**src/rtl/cnn_pkg.sv**
```systemverilog
// Shared types and constants for the 3x3 convolution classifier.
// The filter weights are row-major; the top row is the oldest image row.
package cnn_pkg;

    typedef enum logic [1:0] {
        ST_IDLE,
        ST_LOAD,
        ST_DRAIN,
        ST_DECIDE
    } state_t;

    localparam logic signed [7:0] F0_W [0:8] = '{
        8'sd20,  8'sd30, -8'sd10,
        8'sd15, -8'sd25,  8'sd20,
       -8'sd15,  8'sd35, -8'sd20
    };

    localparam logic signed [7:0] F1_W [0:8] = '{
        8'sd10, -8'sd20,  8'sd25,
        8'sd20, -8'sd30, -8'sd10,
        8'sd30,  8'sd15, -8'sd25
    };

    // Width of a signed 9-term sum of unsigned pixels times signed 8-bit weights.
    function automatic int conv_w(input int pix_w);
        return pix_w + 12;
    endfunction

endpackage

```
**src/rtl/cnn_line_window.sv**
```systemverilog
// Two-row line buffer and 3x3 sliding window over a raster pixel stream.
// win[0] is the top-left (oldest) pixel; win_valid marks each valid-padding window.
module cnn_line_window
    import cnn_pkg::*;
#(
    parameter int IMG_W = 8,
    parameter int IMG_H = 8,
    parameter int PIX_W = 8
) (
    input  logic             clk,
    input  logic             rst,
    input  logic             clear,
    input  logic             pix_en,
    input  logic [PIX_W-1:0] pixel_in,
    output logic [PIX_W-1:0] win [0:8],
    output logic             win_valid,
    output logic             last_pixel
);

    localparam int CB = $clog2(IMG_W);
    localparam int RB = $clog2(IMG_H);
    localparam logic [CB-1:0] COL_LAST = CB'(IMG_W - 1);
    localparam logic [RB-1:0] ROW_LAST = RB'(IMG_H - 1);

    logic [CB-1:0]    col;
    logic [RB-1:0]    row;
    logic [PIX_W-1:0] lb0 [0:IMG_W-1];
    logic [PIX_W-1:0] lb1 [0:IMG_W-1];
    logic [PIX_W-1:0] w   [0:2][0:2];

    always_ff @(posedge clk or posedge rst) begin
        if (rst) begin
            col       <= '0;
            row       <= '0;
            win_valid <= 1'b0;
        end else if (clear) begin
            col       <= '0;
            row       <= '0;
            win_valid <= 1'b0;
        end else begin
            win_valid <= pix_en && (row >= RB'(2)) && (col >= CB'(2));
            if (pix_en) begin
                if (col == COL_LAST) begin
                    col <= '0;
                    row <= (row == ROW_LAST) ? '0 : row + 1'b1;
                end else begin
                    col <= col + 1'b1;
                end
            end
        end
    end

    // NOTE: pixel storage has no reset; win_valid only rises once the rows it covers were written this frame.
    always_ff @(posedge clk) begin
        if (pix_en) begin
            lb0[col] <= pixel_in;
            lb1[col] <= lb0[col];
            for (int r = 0; r < 3; r++) begin
                w[r][0] <= w[r][1];
                w[r][1] <= w[r][2];
            end
            w[0][2] <= lb1[col];
            w[1][2] <= lb0[col];
            w[2][2] <= pixel_in;
        end
    end

    always_comb begin
        for (int i = 0; i < 9; i++) begin
            win[i] = w[i / 3][i % 3];
        end
    end

    assign last_pixel = (row == ROW_LAST) && (col == COL_LAST);

endmodule

```
**src/rtl/cnn_conv3x3_classifier.sv**
```systemverilog
// Two-filter 3x3 valid convolution, ReLU, global-sum pooling and margin decision.
// Pipeline: window (E0) -> conv sums (E1) -> accumulators (E2) -> decision (E3).
module cnn_conv3x3_classifier
    import cnn_pkg::*;
#(
    parameter int IMG_W      = 8,
    parameter int IMG_H      = 8,
    parameter int PIX_W      = 8,
    parameter int ACC_W      = 24,
    parameter int THRESH     = 0,
    parameter int CONF_SHIFT = 4
) (
    input  logic             clk,
    input  logic             rst,
    input  logic [PIX_W-1:0] pixel_in,
    input  logic             pixel_valid,
    input  logic             frame_start,
    output logic             classification,
    output logic [7:0]       confidence,
    output logic             ready,
    output logic             busy
);

    localparam int CW = conv_w(PIX_W);
    localparam int DW = ACC_W + 1;
    localparam logic [ACC_W-1:0]     ACC_MAX  = {1'b0, {(ACC_W-1){1'b1}}};
    localparam logic signed [DW-1:0] THRESH_V = DW'(THRESH);

    state_t state, state_nx;
    logic   drain_cnt;
    logic   pix_en, clear, decide_en;

    logic [PIX_W-1:0]     win [0:8];
    logic                 win_valid, last_pixel;
    logic signed [CW-1:0] conv0, conv1, s1_conv0, s1_conv1;
    logic                 s1_valid;
    logic [ACC_W-1:0]     relu0, relu1, acc0, acc1;
    logic signed [DW-1:0] diff;
    logic [DW-1:0]        mag, mag_sh;
    logic [7:0]           conf_nx;

    cnn_line_window #(
        .IMG_W(IMG_W),
        .IMG_H(IMG_H),
        .PIX_W(PIX_W)
    ) u_window (
        .clk       (clk),
        .rst       (rst),
        .clear     (clear),
        .pix_en    (pix_en),
        .pixel_in  (pixel_in),
        .win       (win),
        .win_valid (win_valid),
        .last_pixel(last_pixel)
    );

    always_ff @(posedge clk or posedge rst) begin
        if (rst) begin
            state     <= ST_IDLE;
            drain_cnt <= 1'b0;
        end else begin
            state     <= state_nx;
            drain_cnt <= (state == ST_DRAIN) ? ~drain_cnt : 1'b0;
        end
    end

    // NOTE: combinational blocks assign every output a default first so no latch is inferred.
    always_comb begin
        state_nx = state;
        case (state)
            ST_IDLE:   if (frame_start) state_nx = ST_LOAD;
            ST_LOAD:   if (frame_start) state_nx = ST_LOAD;
                       else if (pixel_valid && last_pixel) state_nx = ST_DRAIN;
            ST_DRAIN:  if (frame_start) state_nx = ST_LOAD;
                       else if (drain_cnt) state_nx = ST_DECIDE;
            ST_DECIDE: state_nx = frame_start ? ST_LOAD : ST_IDLE;
            default:   state_nx = ST_IDLE;
        endcase
    end

    // A restart strobe in any state wipes the frame; a pixel on that edge is dropped.
    always_comb begin
        pix_en    = (state == ST_LOAD) && pixel_valid && !frame_start;
        decide_en = (state == ST_DECIDE);
        clear     = frame_start;
    end

    always_comb begin
        conv0 = '0;
        conv1 = '0;
        for (int i = 0; i < 9; i++) begin
            conv0 = conv0 + CW'($signed({1'b0, win[i]})) * CW'(F0_W[i]);
            conv1 = conv1 + CW'($signed({1'b0, win[i]})) * CW'(F1_W[i]);
        end
    end

    always_ff @(posedge clk or posedge rst) begin
        if (rst) begin
            s1_valid <= 1'b0;
            s1_conv0 <= '0;
            s1_conv1 <= '0;
        end else begin
            s1_valid <= clear ? 1'b0 : win_valid;
            s1_conv0 <= conv0;
            s1_conv1 <= conv1;
        end
    end

    function automatic logic [ACC_W-1:0] sat_add(input logic [ACC_W-1:0] a,
                                                 input logic [ACC_W-1:0] b);
        logic [ACC_W:0] s;
        s = {1'b0, a} + {1'b0, b};
        return (s > {1'b0, ACC_MAX}) ? ACC_MAX : s[ACC_W-1:0];
    endfunction

    always_comb begin
        relu0 = '0;
        relu1 = '0;
        if (!s1_conv0[CW-1]) relu0 = ACC_W'($unsigned(s1_conv0));
        if (!s1_conv1[CW-1]) relu1 = ACC_W'($unsigned(s1_conv1));
    end

    always_ff @(posedge clk or posedge rst) begin
        if (rst) begin
            acc0 <= '0;
            acc1 <= '0;
        end else if (clear) begin
            acc0 <= '0;
            acc1 <= '0;
        end else if (s1_valid) begin
            acc0 <= sat_add(acc0, relu0);
            acc1 <= sat_add(acc1, relu1);
        end
    end

    always_comb begin
        diff    = $signed({1'b0, acc0}) - $signed({1'b0, acc1});
        mag     = diff[DW-1] ? $unsigned(-diff) : $unsigned(diff);
        mag_sh  = mag >> CONF_SHIFT;
        conf_nx = (mag_sh > DW'(255)) ? 8'hFF : mag_sh[7:0];
    end

    always_ff @(posedge clk or posedge rst) begin
        if (rst) begin
            classification <= 1'b0;
            confidence     <= '0;
            ready          <= 1'b0;
            busy           <= 1'b0;
        end else begin
            ready <= decide_en;
            busy  <= (state_nx != ST_IDLE);
            if (decide_en) begin
                classification <= (diff > THRESH_V);
                confidence     <= conf_nx;
            end
        end
    end

endmodule

```
**config.mk**
```make
export PLATFORM = sky130hd
export DESIGN_NAME = cnn_conv3x3_classifier
export DESIGN_NICKNAME = d
export VERILOG_FILES = /design/src/rtl/cnn_pkg.sv /design/src/rtl/cnn_line_window.sv /design/src/rtl/cnn_conv3x3_classifier.sv
export SDC_FILE = /design/constraint.sdc
export NUM_CORES = 1
export LEC_CHECK = 0
export BUFFER_PORTS_ARGS = -buffer_cell sky130_fd_sc_hd__buf_2
export CAP_MARGIN = 30
export CORE_MARGIN = 8
export CORE_UTILIZATION = 60
export DETAILED_ROUTE_END_ITERATION = 7
export MAX_ROUTING_LAYER = met4
export PLACE_DENSITY = 0.76
export SLEW_MARGIN = 0
export SYNTH_ARGS = -nofsm -noshare
export SYNTH_HDL_FRONTEND = slang
export SYNTH_SLANG_ARGS = --single-unit
export TNS_END_PERCENT = 100
```
**constraint.sdc**
```tcl
create_clock -name clk -period 16.3 [get_ports clk]
set_input_delay 1.63 -clock clk [delete_from_list [all_inputs] [get_ports clk]]
set_output_delay 1.63 -clock clk [all_outputs]
set_load 0.02 [all_outputs]
```
==> flow_summary.yaml, run 1 <==
routing:
  vias_per_cell: 5.73
  drt_wl_total_um: 71700
  drt_initial_violations: 1296
  dr.pass1.iters: 6
  avgRoutedWirePerCell_um: 20.0
  dr_total_vias: 20500
  route.antenna.remaining_nets: 0
  remaining_drc_errors: 0
timing:
  finalSetupTns_ps: 0
  timing.fmax_ghz: 0.115
  slew_headroom_pct: 35.7
  min_period_ps: 8680
  number_of_endpoints_failing_setup_at_the_final_stage: 0
  final.period_utilization_pct: 53.3
  final-hold-violation-count: 0
  timing.clock.skew_ps: 37.3
  grt_setup_unrepaired: "false"
  finalWorstSetupSlack_ps: 7620
  worst_pin_slew_ps: 965
  finalMaxSlewViolations: 0
clocking:
  cts_setup_buffers: 0
  insertion_delay_ps: 580
  clk_pin_slew_ps: 70
  cts-root-to-sink-buffers: 3
  tritoncts.num_buffers: 38
  post_cts_hold_buffer_count: 0
  cts_tree: "done"
  cts_resized: 0
  numClockSinks: 310
  cts-htree-levels: 2
  cts_root_buffer: "sky130_fd_sc_hd__clkbuf_16"
global_routing:
  groute.layer.met2.usage_pct: 43.3
  via_count_of_the_first_global_routing_pass: 21190
  groute.layer.met1.usage_pct: 31.9
  globalRoute.totalOverflow: 0
  grt_antenna_before_repair: 0
  globalRouteMet3Util_pct: 3.17
  grt_max_degree: 92
  grt.total_usage_pct: 25.9
  grt-busiest-layer: "met2"
  grt_pass1_wl_um: 114000
floorplanning:
  die_y_um: 241
  floorplan.rows: 82
  die_span_x_um: 241
  core_um2: 50000
  floorplan.die_area_um2: 57900
  floorplan.initialDensity_pct: 60.6
  ios: 23
min_path:
  timing.hold.worst.class: "reg2reg"
critical_path:
  crit_slowest_cell: "sky130_fd_sc_hd__fa_1"
  critPathCaptureType: "flop"
  critical_path_arrival_ps: 9200
  critPathRequiredTime_ps: 16810
  max_stage_delay_ps: 620
  worstSetupPathType: "reg2reg"
  cp_max_fo: 7
  start_kind: "flop"
synthesis:
  synth.avg_cell_area_um2: 10.6
  dominantRegCellSynth: "sky130_fd_sc_hd__edfxtp_1"
  yosysWarnings: 0
  yosysTopAreaCellShare_pct: 20.0
  synth.area.top_cells: "sky130_fd_sc_hd__fa_1 20%, sky130_fd_sc_hd__edfxtp_1 20%, sky130_fd_sc_hd__ha_1 19%, sky130_fd_sc_hd__dfrtp_1 9.1%, sky130_fd_sc_hd__inv_1 7.5%"
  synth_area_um2: 30300
  synth_cells: 2852
  yosysTopAreaCell: "sky130_fd_sc_hd__fa_1"
  postSynth.asyncResetShare_pct: 35.5
  synth.net_count: 3631
  synth-seq-area-share_pct: 28.9
  synth_cell_types: 68
  ys_seq_elements: 310
  synth-edff-count: 200
layout:
  fin_cells: 3579
  layout-area-overhead-vs-synth_pct: 7.47
  net_count_final: 3657
  diodes: 0
  layout_commonest_cell: "sky130_fd_sc_hd__inv_1"
  layout-drive-gt1-share_pct: 4.09
  commonest_cells_after_routing_fill_and_taps_aside: "600 x sky130_fd_sc_hd__inv_1, 465 x sky130_fd_sc_hd__ha_1, 302 x sky130_fd_sc_hd__fa_1, 200 x sky130_fd_sc_hd__edfxtp_1, 159 x sky130_fd_sc_hd__a21oi_1"
placement:
  hpwlAfterDp_um: 57400
  routabilityCongestion: 0.968
  portBuffers: 22
  preCtsSetupSlack_ps: 7710
  place.detailed.instances: 3510
flow_run:
  cap_violations: 0
run_status:
  status: "finished, final reports clean"
-- cell type report --
| cell class | count | area (um^2) |
|---|---|---|
| clock inverters | 24 | 369 |
| repair buffers | 36 | 228 |
| flip-flops and latches | 310 | 8760 |
| inverters | 602 | 2260 |
| multi-input cells | 1890 | 19100 |
| clock buffers | 45 | 987 |
| well taps | 672 | 841 |
| fillers | 3851 | 17400 |
-- cell families (layout without fill, tap and decap cells) --
logic type	Yosys count	after routing	synth area share [%]
AOI/OAI and AO/OA	542	542	11.8
xor gates and xnor gates	178	178	5.14
adders and majority gates	767	767	39.2
buffers and inverters	652	707	8.08
DFF	310	310	28.9
muxes	4	4	0.136
and+or+nand+nor	399	399	6.76
-- per-stage QoR --
stage	util (%)	hold slack, ps	area [um^2]
CTS	65.2	453	32600
floorplan	-	404	30300
finish	65.2	453	32600
global placement	62.4	418	31200
global route	65.2	471	32600
detailed placement	62.5	438	31200
-- path summary, 6_finish.rpt --
| check | start | end | slack, ps | cells past startpoint |
|---|---|---|---|---|
| min in group asynchronous | rst | u_window.row[1] | 1110 | 2 |
| worst min register to register | drain_cnt | drain_cnt | 450 | 1 |
| worst min-delay path | drain_cnt | drain_cnt | 450 | 1 |
| max in group asynchronous | rst | s1_conv0[4] | 13930 | 3 |
| worst max-delay path | u_window.w[0][8] | s1_conv0[17] | 7620 | 32 |
| worst max register to register | u_window.w[0][8] | s1_conv0[17] | 7620 | 32 |
-- registers in the layout, indices dropped and copies added, names as in the netlist, 2 cells and up --
name          cells
u_window.lb1     64
s1_conv0         20
s1_conv1         20
u_window.col      3
u_window.row      3
state             2
u_window.w       72
confidence        8
acc1             24
u_window.lb0     64
acc0             24
-- routing by layer --
metal | vias to the layer above | routed length (um)
met4 | 0 | 3080
met5 | - | 0
met1 | 10106 | 29700
met2 | 620 | 35200
met3 | 151 | 3830
li1 | 9623 | -
-- worst max-delay path: cells and delay by family, from the launching register on --
family,cells,cell delay [ps]
adder cells (fa/ha/maj),11,5070
AO/OA/AOI/OAI,10,2110
flip-flops,1,530
buffers and inverters,8,430
AND/OR/NAND/NOR,2,310
XOR/XNOR,1,180
-- synthesized netlist by cell type (all sizes together) (5+ instances only) --
cell and count:
inv 602, ha 465, fa 302, edfxtp 200
a21oi 159, nor2 124, xnor2 116, dfrtp 110
o21ai 78, a22oi 64, xor2 62, nand2 61
nor2b 57, a21o 51, o21bai 51, clkbuf 49
a311oi 40, nand4 26, nand3 25, and2 22
nor3 19, a211oi 15, a31oi 15, nand2b 14
o21a 11, a21boi 10, nor3b 10, or3 9
and3 7, nor4 6, o211ai 6, o31ai 6
o22ai 5, or2 5
Power of run 1 is not shown: default switching activity piles up to over one toggle a cycle in this logic, so the estimate is an artifact.
==> inputs of run 2 (changes only) <==
- clock period: 16.3 -> 8.68 ns (I/O delays scaled with it)
==> run 2 against run 1 <==
Die area stayed put; non-clock buffer count is 21 higher; register-to-register slack worse by 7300 ps; via count is 0.68% higher; critical path depth is 5 lower; utilization is 0.23 points higher; routed wire length is 1.5% higher; critical path type unchanged; critical endpoint is now s1_conv1[17].
==> flow_summary.yaml, run 2 (same netlist as run 1, synthesis figures left out) <==
clocking:
  insertion_delay_ps: 590
  cts_tree: "done"
  tritoncts.num_buffers: 37
  cts_root_buffer: "sky130_fd_sc_hd__clkbuf_16"
  cts-htree-levels: 2
  numClockSinks: 310
  clk_pin_slew_ps: 60
  cts-root-to-sink-buffers: 3
global_routing:
  grt_max_degree: 92
  grt_antenna_before_repair: 0
  globalRoute.totalOverflow: 0
  via_count_of_the_first_global_routing_pass: 21235
  grt_pass1_wl_um: 115000
  grt.total_usage_pct: 26.2
placement:
  routabilityCongestion: 0.981
  hpwlAfterDp_um: 58500
  portBuffers: 22
  place.detailed.instances: 3526
  preCtsSetupSlack_ps: 151
floorplanning:
  ios: 23
  floorplan.die_area_um2: 57900
  floorplan.rows: 82
  die_y_um: 241
  core_um2: 50000
  die_span_x_um: 241
  floorplan.initialDensity_pct: 60.6
layout:
  regMostFlops: "u_window.w"
  diodes: 0
  layout.core_utilization_pct: 65.4
  layout_commonest_cell: "sky130_fd_sc_hd__inv_1"
  fin_cells: 3597
  layout-drive-gt1-share_pct: 5.06
  layout-area-overhead-vs-synth_pct: 7.84
  net_count_final: 3677
  biggestRegsByFlops: "u_window.w: 72 flops, u_window.lb0: 64 flops, u_window.lb1: 64 flops"
  commonest_cells_after_routing_fill_and_taps_aside: "599 x sky130_fd_sc_hd__inv_1, 465 x sky130_fd_sc_hd__ha_1, 302 x sky130_fd_sc_hd__fa_1, 200 x sky130_fd_sc_hd__edfxtp_1, 155 x sky130_fd_sc_hd__a21oi_1"
  flip_flop_count_of_the_largest_register_all_copies_and_words_added: 72
routing:
  dr.pass1.iters: 5
  route.antenna.remaining_nets: 0
  avgRoutedWirePerCell_um: 20.3
  dr_total_vias: 20639
  drt_initial_violations: 1457
  remaining_drc_errors: 0
  drt_wl_total_um: 72800
  vias_per_cell: 5.74
critical_path:
  cp_max_fo: 6
  critPathRequiredTime_ps: 9180
  critical_path_arrival_ps: 8880
  crit_slowest_cell: "sky130_fd_sc_hd__fa_1"
  start_kind: "flop"
  critPathCaptureType: "flop"
  max_stage_delay_ps: 600
  worstSetupPathType: "reg2reg"
  cpMostUsedCell: "sky130_fd_sc_hd__fa_1"
timing:
  worst_pin_slew_ps: 1020
  min_period_ps: 8390
  final-hold-violation-count: 0
  final.period_utilization_pct: 96.6
  finalMaxSlewViolations: 0
  timing.clock.skew_ps: 32.9
  timing.fmax_ghz: 0.119
  finalWorstSetupSlack_ps: 294
  slew_headroom_pct: 32.0
  number_of_endpoints_failing_setup_at_the_final_stage: 0
  hold_ws_ps: 357
flow_run:
  cap_violations: 0
run_status:
  status: "finished, final reports clean"
min_path:
  timing.hold.worst.class: "in2async"
run 2: final timing paths:
check,slack [ps],start,cells after the start,endpoint
max in group asynchronous,7100,rst,3,acc0[2]
max,290,u_window.w[0][56],27,s1_conv1[17]
min in group clk,450,drain_cnt,1,drain_cnt
min reg2reg,450,drain_cnt,1,drain_cnt
max reg2reg,290,u_window.w[0][56],27,s1_conv1[17]
min,360,rst,2,u_window.col[0]
run 2: per-layer routing:
layer	GRT usage, %	routed length [um]
met1	32.8	30700
met2	43.8	35900
met3	2.66	3200
met4	10.4	2970
met5	-	0
run 2: area by class of cell:
class                   instances  area (um^2)
clock inverters                21          279
well taps                     672          841
multi-input cells            1890        19200
fillers                      3841        17300
inverters                     602         2260
repair buffers                 57          385
flip-flops and latches        310         8760
clock buffers                  45          996
run 2: critical path: cells and delay by family (launching register included):
| family | cells | cell delay, ps |
|---|---|---|
| AOI/OAI and AO/OA | 12 | 2580 |
| adders and majority gates | 10 | 4630 |
| xor gates and xnor gates | 2 | 360 |
| buffers and inverters | 3 | 210 |
| DFF | 1 | 520 |
run 2: through the flow:
stage	area [um^2]	setup TNS, ps
finish	32700	0
global route	32700	-26.7
CTS	32600	0
detailed placement	31300	0
global placement	31300	0
floorplan	30300	0
run 2: timing repair:
| item | in CTS | in global routing |
|---|---|---|
| endpoints found under the setup margin | 0 | 6 |
| hold buffers | 0 | 0 |
| setup buffers | 0 | 5 |
| gates resized for setup | 0 | 13 |
Power of run 2 is left out for the same reason.
==> inputs of run 3 (changes only) <==
--- a/config.mk
+++ b/config.mk
@@ -13,4 +13,5 @@
 export MAX_ROUTING_LAYER = met4
 export PLACE_DENSITY = 0.76
+export SKIP_LAST_GASP = 1
 export SLEW_MARGIN = 0
 export SYNTH_ARGS = -nofsm -noshare
==> constraint.sdc (replaced) <==
create_clock -name clk -period 8.68 [get_ports clk]
set_input_delay 0 -clock clk [delete_from_list [all_inputs] [get_ports clk]]
set_output_delay 0 -clock clk [all_outputs]
set_load 0.02 [all_outputs]
==> run 3 against run 2 <==
Non-clock buffer count is 12 higher; sequential share of layout area fell by 0.098 points; critical path depth did not move; first-iteration DRC count is 2.0% lower; worst setup slack about the same; global-route usage is 0.052 points higher; hold slack got worse by 320 ps; routed wire length hardly changed; cell count up 0.33%; via count up 0.38%; register-to-register slack barely moved.
==> flow_summary.yaml, run 3 (same netlist as run 1, synthesis figures left out) <==
run_status:
  status: "finished, final reports clean"
global_routing:
  grt_pass1_wl_um: 115000
  grt_max_degree: 92
  globalRoute.totalOverflow: 0
  grt.total_usage_pct: 26.3
  grt_antenna_before_repair: 0
  via_count_of_the_first_global_routing_pass: 21341
clocking:
  numClockSinks: 310
  cts-root-to-sink-buffers: 3
  tritoncts.num_buffers: 37
  cts-htree-levels: 2
  cts_root_buffer: "sky130_fd_sc_hd__clkbuf_16"
  clk_pin_slew_ps: 60
  insertion_delay_ps: 590
  cts_tree: "done"
routing:
  drt_initial_violations: 1428
  drt_wl_total_um: 72900
  route.antenna.remaining_nets: 0
  dr.pass1.iters: 7
  remaining_drc_errors: 0
  vias_per_cell: 5.74
  avgRoutedWirePerCell_um: 20.2
  dr_total_vias: 20718
timing:
  timing.fmax_ghz: 0.119
  number_of_endpoints_failing_setup_at_the_final_stage: 0
  final-hold-violation-count: 0
  worst_pin_slew_ps: 1000
  min_period_ps: 8390
  timing.clock.skew_ps: 31.7
  finalMaxSlewViolations: 0
  slew_headroom_pct: 33.1
  hold_ws_ps: 37.9
  final.period_utilization_pct: 96.6
  finalSetupTns_ps: 0
layout:
  biggestRegsByFlops: "u_window.w: 72 flops, u_window.lb0: 64 flops, u_window.lb1: 64 flops"
  net_count_final: 3689
  regMostFlops: "u_window.w"
  flip_flop_count_of_the_largest_register_all_copies_and_words_added: 72
  layout_commonest_cell: "sky130_fd_sc_hd__inv_1"
  fin_cells: 3609
  commonest_cells_after_routing_fill_and_taps_aside: "599 x sky130_fd_sc_hd__inv_1, 465 x sky130_fd_sc_hd__ha_1, 302 x sky130_fd_sc_hd__fa_1, 200 x sky130_fd_sc_hd__edfxtp_1, 155 x sky130_fd_sc_hd__a21oi_1"
  layout-area-overhead-vs-synth_pct: 8.23
  diodes: 0
  layout-drive-gt1-share_pct: 5.04
critical_path:
  setup.reg_to_reg.worst_slack_ps: 290
  critPathRequiredTime_ps: 9170
  critPathCaptureType: "flop"
  start_kind: "flop"
  critical_path_arrival_ps: 8880
  worstSetupPathType: "reg2reg"
  worstReg2RegStart: "u_window.w[0][56]"
  crit_path_start: "u_window.w[0][56]"
  cp_max_fo: 6
floorplanning:
  floorplan.die_area_um2: 57900
  ios: 23
  die_y_um: 241
  die_span_x_um: 241
  floorplan.initialDensity_pct: 60.6
  floorplan.rows: 82
  core_um2: 50000
min_path:
  timing.hold.worst.class: "in2async"
placement:
  hpwlAfterDp_um: 58500
  place.detailed.instances: 3526
  portBuffers: 22
  routabilityCongestion: 0.981
flow_run:
  cap_violations: 0
==> run 3: cell types whose count changed in the layout (fill, tap and decap cells not counted) <==
cell / before / now
sky130_fd_sc_hd__dlygate4sd3_1: 0 / 12
==> run 3: per-layer routing <==
| layer | routed length, um | vias to the layer above | track usage [%] | part of all wire (%) |
|---|---|---|---|---|
| met5 | 0 | - | - | 0 |
| met4 | 3070 | 0 | 10.5 | 4.2 |
| met3 | 3400 | 148 | 2.74 | 4.7 |
| met2 | 36000 | 555 | 43.9 | 49 |
| met1 | 30400 | 10323 | 32.7 | 42 |
| li1 | - | 9692 | - | - |
==> run 3: layout make-up <==
| cell class | count | area (um^2) |
|---|---|---|
| multi-input combinational | 1890 | 19200 |
| timing repair buffer | 69 | 505 |
| tap | 672 | 841 |
| fill | 3823 | 17200 |
| clock buffer | 45 | 996 |
| clock inverter | 21 | 279 |
| inverter | 602 | 2260 |
| sequential | 310 | 8760 |
==> run 3: worst paths after layout <==
kind                                        end  cells after the start
worst min-delay path            u_window.col[0]                      3
worst max-delay path               s1_conv1[17]                     27
worst max register to register     s1_conv1[17]                     27
min in group clk                u_window.col[0]                      3
max in group asynchronous               acc0[2]                      4
worst min register to register        drain_cnt                      1
==> run 3: stage by stage <==
stage          utilization, %  instance area (um^2)  setup WS (ps)
6_report                 65.6                 32800            294
5_1_grt                  65.6                 32800          -27.1
4_1_cts                  65.5                 32700           74.9
3_5_place_dp             62.7                 31300            151
3_3_place_gp             62.7                 31300            250
2_1_floorplan               -                 30300            873
==> run 3: timing repair <==
item / in CTS / in global routing
hold endpoints to repair: 178 / 0
buffers inserted: 0 / 5
hold buffers: 12 / 0
gates resized for setup: 0 / 13
endpoints found under the setup margin: 0 / 6
==> run 3: worst max-delay path, stage by stage (launching register included) <==
cell and delay [ps]:
sky130_fd_sc_hd__edfxtp_1 520, sky130_fd_sc_hd__fa_1 600, sky130_fd_sc_hd__inv_1 60, sky130_fd_sc_hd__fa_1 520, sky130_fd_sc_hd__inv_1 50, sky130_fd_sc_hd__ha_1 290, sky130_fd_sc_hd__a21o_1 190, sky130_fd_sc_hd__a21oi_1 230
sky130_fd_sc_hd__xnor2_1 190, sky130_fd_sc_hd__fa_1 460, sky130_fd_sc_hd__inv_1 100, sky130_fd_sc_hd__fa_1 440, sky130_fd_sc_hd__fa_1 530, sky130_fd_sc_hd__fa_1 440, sky130_fd_sc_hd__fa_1 510, sky130_fd_sc_hd__fa_1 540
sky130_fd_sc_hd__ha_1 310, sky130_fd_sc_hd__a21o_1 170, sky130_fd_sc_hd__a21oi_1 230, sky130_fd_sc_hd__o21ai_0 120, sky130_fd_sc_hd__a21oi_1 230, sky130_fd_sc_hd__o21ai_0 120, sky130_fd_sc_hd__a21oi_1 220, sky130_fd_sc_hd__o21ai_0 160
sky130_fd_sc_hd__o41ai_1 500, sky130_fd_sc_hd__o21bai_1 140, sky130_fd_sc_hd__a21oi_1 270, sky130_fd_sc_hd__xnor2_1 170
Power of run 3 is left out for the same reason.
